--- src/rtl/instr_decode_stage.sv ---
// instr_decode_stage: holds one fetched instruction, decodes it and issues it
// to the ALU operand selector once no in-flight write blocks its sources.
// Ports:
//   clk, rst          clock (rising edge), asynchronous active-high reset
//   in_valid/in_instr fetch handshake and 32-bit instruction word
//   in_ready          decode register can accept this cycle
//   out_valid         held instruction is issuable (loaded and hazard-free)
//   out_ready         downstream accepts the issue
//   alu_sel           select code for the operand selector
//   rd, rs, rt, imm   decoded register/immediate fields of the held instruction
//   wr_en             held instruction writes rd
//   stall_count       cycles spent in HAZ, saturating (only with STALL_CNT_EN)
// Build option: define STALL_CNT_EN to add the stall_count output.
module instr_decode_stage #(
    parameter int WB_LAT  = 3,
    parameter int RADDR_W = 6
) (
    input  logic               clk,
    input  logic               rst,
`ifdef STALL_CNT_EN
    output logic [15:0]        stall_count,
`endif
    input  logic               in_valid,
    input  logic [31:0]        in_instr,
    output logic               in_ready,
    output logic               out_valid,
    input  logic               out_ready,
    output logic [3:0]         alu_sel,
    output logic [RADDR_W-1:0] rd,
    output logic [RADDR_W-1:0] rs,
    output logic [RADDR_W-1:0] rt,
    output logic [9:0]         imm,
    output logic               wr_en
);
    typedef enum logic [1:0] {EMPTY, HAZ, RDY} state_t;

    state_t                          r_state, w_state_nxt;
    logic [31:0]                     r_instr, w_instr_nxt;
    logic [WB_LAT-1:0]               r_sb_v, w_sb_v_nxt;
    logic [WB_LAT-1:0][RADDR_W-1:0]  r_sb_rd, w_sb_rd_nxt;
    logic                            w_accept, w_issue, w_held_nxt;

    function automatic logic f_wr(input logic [31:0] x);
        return (x[31:28] inside {4'h4, 4'h5, 4'h6, 4'h8}) && (x[27:22] != 6'd0);
    endfunction

    // The oldest entry is retiring this cycle, so it is already visible and
    // excluded: a write stalls a reader for WB_LAT-1 cycles after its issue.
    function automatic logic f_haz(input logic [31:0] x, input logic [WB_LAT-1:0] v,
                                   input logic [WB_LAT-1:0][RADDR_W-1:0] r);
        logic               use_rs, use_rt;
        logic [RADDR_W-1:0] s, t;
        use_rs = x[31:28] inside {4'h4, 4'h5, 4'h6, 4'h8, 4'h9};
        use_rt = x[31:28] inside {4'h4, 4'h5, 4'h9};
        s = RADDR_W'(x[21:16]);
        t = RADDR_W'(x[15:10]);
        f_haz = 1'b0;
        for (int i = 0; i < WB_LAT - 1; i++)
            if (v[i] && ((use_rs && s != '0 && r[i] == s) || (use_rt && t != '0 && r[i] == t)))
                f_haz = 1'b1;
    endfunction

    assign out_valid = (r_state == RDY);
    assign in_ready  = (r_state == EMPTY) || (out_valid && out_ready);
    assign w_accept  = in_valid && in_ready;
    assign w_issue   = out_valid && out_ready;

    assign alu_sel = (r_instr[31:28] == 4'h4) ? 4'b0100 :
                     (r_instr[31:28] == 4'h5) ? 4'b0011 :
                     (r_instr[31:28] == 4'h6) ? 4'b0010 : 4'b0000;
    assign rd      = RADDR_W'(r_instr[27:22]);
    assign rs      = RADDR_W'(r_instr[21:16]);
    assign rt      = RADDR_W'(r_instr[15:10]);
    assign imm     = r_instr[9:0];
    assign wr_en   = f_wr(r_instr);

    // Next state is judged against the scoreboard as it will look after this
    // edge, so the registered state always equals the live hazard check.
    always_comb begin
        w_sb_v_nxt     = r_sb_v;
        w_sb_rd_nxt    = r_sb_rd;
        w_sb_v_nxt[0]  = w_issue && wr_en;
        w_sb_rd_nxt[0] = rd;
        for (int i = 1; i < WB_LAT; i++) begin
            w_sb_v_nxt[i]  = r_sb_v[i-1];
            w_sb_rd_nxt[i] = r_sb_rd[i-1];
        end
        w_instr_nxt = w_accept ? in_instr : r_instr;
        w_held_nxt  = w_accept || ((r_state != EMPTY) && !w_issue);
        w_state_nxt = !w_held_nxt ? EMPTY :
                      f_haz(w_instr_nxt, w_sb_v_nxt, w_sb_rd_nxt) ? HAZ : RDY;
    end

    always_ff @(posedge clk or posedge rst) begin
        if (rst) begin
            r_state <= EMPTY;
            r_instr <= '0;
            r_sb_v  <= '0;
            r_sb_rd <= '0;
        end else begin
            r_state <= w_state_nxt;
            r_instr <= w_instr_nxt;
            r_sb_v  <= w_sb_v_nxt;
            r_sb_rd <= w_sb_rd_nxt;
        end
    end

`ifdef STALL_CNT_EN
    logic [15:0] r_stall_cnt;
    assign stall_count = r_stall_cnt;
    always_ff @(posedge clk or posedge rst) begin
        if (rst)
            r_stall_cnt <= '0;
        else if (r_state == HAZ && r_stall_cnt != 16'hFFFF)
            r_stall_cnt <= r_stall_cnt + 16'd1;
    end
`endif
endmodule

--- config.mk ---
export PLATFORM = sky130hd
export DESIGN_NAME = instr_decode_stage
export DESIGN_NICKNAME = d
export VERILOG_FILES = /design/src/rtl/instr_decode_stage.sv
export SDC_FILE = /design/constraint.sdc
export NUM_CORES = 1
export LEC_CHECK = 0
export BUFFER_PORTS_ARGS = -buffer_cell sky130_fd_sc_hd__buf_2
export CAP_MARGIN = 20
export CORE_MARGIN = 1
export CORE_UTILIZATION = 40
export DETAILED_ROUTE_END_ITERATION = 6
export PLACE_DENSITY_LB_ADDON = 0.05
export SKIP_CTS_REPAIR_TIMING = 1
export SLEW_MARGIN = 30
export SYNTH_ARGS = -nofsm -noshare
export SYNTH_HDL_FRONTEND = slang
export SYNTH_SLANG_ARGS = --single-unit
export TNS_END_PERCENT = 10
--- constraint.sdc ---
create_clock -name clk -period 2.5 [get_ports clk]
set_clock_uncertainty 0.1 [all_clocks]
set_input_delay 0.375 -clock clk [delete_from_list [all_inputs] [get_ports clk]]
set_output_delay 0.375 -clock clk [all_outputs]
set_load 0.1 [all_outputs]
# Yosys cells after proc, flatten, opt, wreduce, memory -nomap -nowiden
# Index checks and enable logic that the tools add are counted.
[totals]
inputBits = 36
reg_bits = 41
output_inout_bits = 35
wordCells = 53
[op_classes]
mux = 8
reduce_logical = 26
eq_ne = 14
[ops]
columns = ["operator", "count"]
rows = [
  ["$mux 32", 1],
  ["$eq 4x3->1 const B", 6],
  ["$eq 6x6->1", 4],
  ["$reduce_bool 6->1", 3],
  ["$logic_and 1x1->1", 13],
  ["$eq 4x4->1 const B", 3],
  ["$mux 2", 4],
  ["$reduce_bool 5->1", 1],
  ["$logic_or 1x1->1", 4],
  ["$reduce_bool 4->1", 1],
  ["$mux 3", 1],
  ["$reduce_bool 3->1", 1],
  ["$eq 2x2->1 const B", 1],
  ["$logic_not 2->1", 1],
  ["$mux 1", 2],
  ["$reduce_bool 2->1", 1],
  ["$logic_not 1->1", 1],
]

# Depth between registers and ports, before layout
[logic_depth]
word_depth = 15
depth_mapped = 9

# Least setup slack after synthesis
# OpenSTA, ideal clock, no wires.
[synth_timing]
path_type = "reg2out"
startpoint = "register r_instr[31]"
endpoint = "output alu_sel[0]"
setup_slack_ps = -764
stages_incl_launch_ff = 3
arrival_ps = 2789
cell_sequence = "dfrtp_1 > nand2b_1 > nor3b_1"
[synth_via]
elab_chain_len = 3
elab_cells_between_ends = 4
[synth_rtl]
columns = ["element", "line", "rtl"]
rows = [
  ["from (decl)", "38", "logic [31:0] r_instr, w_instr_nxt;"],
  ["from (signal assigned)", "102", "r_instr <= w_instr_nxt;"],
  ["$eq 4x3->1", "69", "(r_instr[31:28] == 4'h5) ? 4'b0011 :"],
  ["$mux 2", "69", ""],
  ["$mux 3 (*)", "68", "assign alu_sel = (r_instr[31:28] == 4'h4) ? 4'b0100 :"],
  ["to (decl)", "28", "output logic [3:0] alu_sel,"],
]
# Mark *: on every way between the ends. The rest lies on a longest branch, timed or not.

# Worst setup path in the final report
[layout_timing]
startpoint = "register r_state[1]"
endpoint = "register r_state[1]"
[layout_via]
elab_chain_len = 15
elab_cells_between_ends = 38
[layout_rtl]
columns = ["element", "line", "rtl"]
rows = [
  ["from (decl)", "37", "state_t r_state, w_state_nxt;"],
  ["from (signal assigned)", "101", "r_state <= w_state_nxt;"],
  ["$eq 2x2->1", "63", "assign out_valid = (r_state == RDY);"],
  ["$logic_and 1x1->1", "64, 66", ""],
  ["$logic_or 1x1->1", "64", "assign in_ready = (r_state == EMPTY) || (out_valid && out_ready);"],
  ["$logic_and 1x1->1", "65", "assign w_accept = in_valid && in_ready;"],
  ["$mux 32", "88", "w_instr_nxt = w_accept ? in_instr : r_instr;"],
  ["$eq 4x3->1, or another cell as far along", "53, 54", ""],
  ["$reduce_bool 5->1 / $reduce_bool 3->1 (equally long branches)", "53, 54", ""],
  ["$logic_and 1x1->1 (2 in a row)", "59", "if (v[i] && ((use_rs && s != '0 && r[i] == s) || (use_rt && t != '0 && r[i] == t)))"],
  ["$logic_or 1x1->1", "59", ""],
  ["$logic_and 1x1->1", "59", ""],
  ["$mux 1 (2 in a row)", "59", ""],
  ["$mux 2", "91", "f_haz(w_instr_nxt, w_sb_v_nxt, w_sb_rd_nxt) ? HAZ : RDY;"],
  ["$mux 2 (*)", "90", "w_state_nxt = !w_held_nxt ? EMPTY :"],
  ["via w_state_nxt[1]", "37", ""],
]
# Mark *: on every way through the listed nets, which the timed path passes. The rest lies on a longest branch.
# A chain may end at the register's enable or synchronous reset.

==> results.yml <==
clock_network:
  htree_levels: 2
  cts.sinks: 41
  clk_latency_ns: 0.29
  clockRootBuffer: "clkbuf_8"
  cts_tree: "yes"
  numCtsBuffers: 5
  clockBufferDepth: 2
  path_clk_slew_ns: 0.07
routing:
  drt_iter0_markers: 139
  ant_nets: 0
  viasPerCell: 5.062
  route.detailed.drc: 0
  wl_um: 6254
  first_pass_iters: 4
  vias: 2040
  routedWlPerCell_um: 15.52
yosys:
  synth_top_cells_by_area: "dfrtp_1 (40%), nand2_1 (9.0%), buf_4 (8.8%)"
  synth_top_family_by_area: "simple AND/OR/NAND/NOR gates"
  yosysTopAreaCell: "dfrtp_1"
  synthMuxAreaShare: 0.05506
  synth.avg_cell_area_um2: 8.930
  synthCells: 285
  seq_area_frac_synth: 0.4031
  netlist.area_leader.share: 0.4031
  synth.distinct_cells: 52
  syn-cell-area_um2: 2545
  synthXorXnorAreaFrac: 0.07571
  syn_nets: 321
  yosys_warnings: 0
  yosys.area_share.simple: 0.2055
  synth_edf_count: 0
  synth_compound_area_frac: 0.1259
  synthArstFlopShare: 1.000
  yosys_register_bits: 41
  synthAdderAreaFrac: 0
  yosys_most_used_dff: "dfrtp_1"
floorplanning:
  die-area_um2: 6686
  row_count: 28
  io_pins: 71
  start_util: 0.4223
  fp.dieH_um: 81.77
  core_um2: 6026
  die_x_um: 81.77
worst_setup_path:
  setup.worst_path.end_class: "flip-flop"
  critPathMaxFanout: 15
  worstSetupPathType: "reg -> reg"
  crit_arrival_ns: 2.40
  critPathRequiredTime_ns: 2.63
  cp-start-kind: "flip-flop"
timing:
  whs_ns: 0.1016
  max-slew-margin-rel: 0.6494
  drv_slew: 0
  post-route-period-util: 0.9090
  min_period_ns: 2.273
  rsz0062_at_grt: "no"
  setup_tns_ns: 0
  max_freq_mhz: 440.0
  setup_violations: 0
  finalHoldViolations: 0
  worst_pin_slew_ns: 0.5259
final_layout:
  layout_commonest_cell: "buf_2"
  most-common-layout-cells: "buf_2 (69), nand2_1 (61), dfrtp_1 (41)"
  final_cells: 403
  nNetsFinal: 365
  diodes: 0
  area_growth_pct: 11.75
  drive_gt1_frac: 0.3110
hold_path:
  hp-class: "in -> async"
power:
  pwr-share-comb: 0.457
  vdd_ir_drop_max_mv: 0.3593
  power.share.switching: 0.4960
  p_switching_mw: 1.165
  seqPwrFrac: 0.370
  p_int_mw: 1.184
  power_density_nw_per_um2: 825.8
  clkPwrFrac: 0.173
  power_mw: 2.349
  power.static_leakage_nw: 1.402
placement:
  dp_hpwl_um: 4751
  gp_congestion: 0.8479
  io_buffers: 69
  dp_cells: 397
global_routing:
  track_usage: 0.2038
  grt_overflow: 0
  antenna_found_initial: 0
  grt_max_degree: 42
  grt_pass1_wl_um: 10050
  grt_pass1_vias: 1967
status:
  status: "complete, no violations"
run:
  cap_violations: 0
[synthesized netlist by cell type (2+ instances only)]
cell	count
nor3_1	9
xnor2_1	14
buf_4	30
mux2_2	5
buf_2	4
nor4_1	9
nand3_1	2
inv_1	16
mux2i_2	3
o22ai_1	4
clkbuf_1	5
xor2_1	8
mux2i_1	2
nor2b_1	6
a21boi_0	2
a21oi_1	8
o21ai_0	10
nor2_1	9
nand2_1	61
nand2b_1	3
dfrtp_1	41
o2bb2ai_1	3
a21o_1	2
[state kept, by name, indices dropped and copies added, names as in the netlist]
name	cells
r_instr	32
r_sb_rd	6
r_sb_v	1
r_state	2
[final timing paths]
path	slack, ns	endpoint	depth (start not counted)	start
setup / recovery	0.23	r_state[1]$_DFF_PP0_	8	r_state[1]$_DFF_PP0_
hold / removal	0.10	r_instr[9]$_DFFE_PP0N_	3	rst
setup reg to reg	0.23	r_state[1]$_DFF_PP0_	8	r_state[1]$_DFF_PP0_
hold reg to reg	0.37	r_instr[4]$_DFFE_PP0N_	2	r_instr[4]$_DFFE_PP0N_
max in group asynchronous	1.83	r_instr[19]$_DFF_PP0_	3	rst
min in group clk	0.17	r_instr[3]$_DFFE_PP0N_	3	in_instr[3]
[per-stage QoR]
stage          utilization  setup WS [ns]  area (um^2)
5_1_grt             0.4720        0.05475         2844
3_3_place_gp        0.4597         0.2012         2770
6_report            0.4720         0.2274         2844
4_1_cts             0.4720         0.2346         2844
3_5_place_dp        0.4597         0.1505         2770
2_1_floorplan            -        -0.6081         2550
[power by group through the flow]
stage | Combinational [mW] | Clock, mW | Sequential (mW)
after global placement | 1.08 | 0 | 0.885
after detailed placement | 1.08 | 0 | 0.883
after global routing | 1.14 | 0.448 | 0.886
after floorplan | 1.00 | 0 | 0.834
final | 1.07 | 0.406 | 0.870
after CTS | 1.08 | 0.425 | 0.871
[layer usage]
| metal | track usage | share of wire | vias up |
|---|---|---|---|
| met1 | 0.2874 | 0.48 | 945 |
| met2 | 0.3000 | 0.45 | 63 |
| met4 | 0.07018 | 0.016 | 0 |
| met3 | 0.05222 | 0.055 | 13 |
| met5 | 0 | 0 | - |
| li1 | - | - | 1019 |
[kinds of logic after synthesis]
| family | Yosys count |
|---|---|
| flip-flops | 41 |
| buffers and inverters | 56 |
| AND/OR/NAND/NOR | 109 |
| other | 1 |
| multiplexers | 11 |
| XOR/XNOR | 22 |
| AO/OA/AOI/OAI | 45 |
[critical path: stages, from the launching register on]
cell and delay, ns:
dfrtp_1 0.37, or2b_2 0.36, nand2_4 0.20, buf_4 0.18
mux2i_1 0.35, xnor2_1 0.18, nor4_2 0.06, o2bb2ai_1 0.22
o311a_1 0.20
[layout make-up]
| cell class | instances | area [um^2] |
|---|---|---|
| clock buffers | 5 | 68.82 |
| repair buffers | 77 | 405.4 |
| clock inverters | 1 | 5.005 |
| multi-input cells | 188 | 1185 |
| fillers | 604 | 3182 |
| well taps | 75 | 93.84 |
| flip-flops and latches | 41 | 1026 |
| inverters | 16 | 60.06 |
Power figures use the tool's default switching activity.
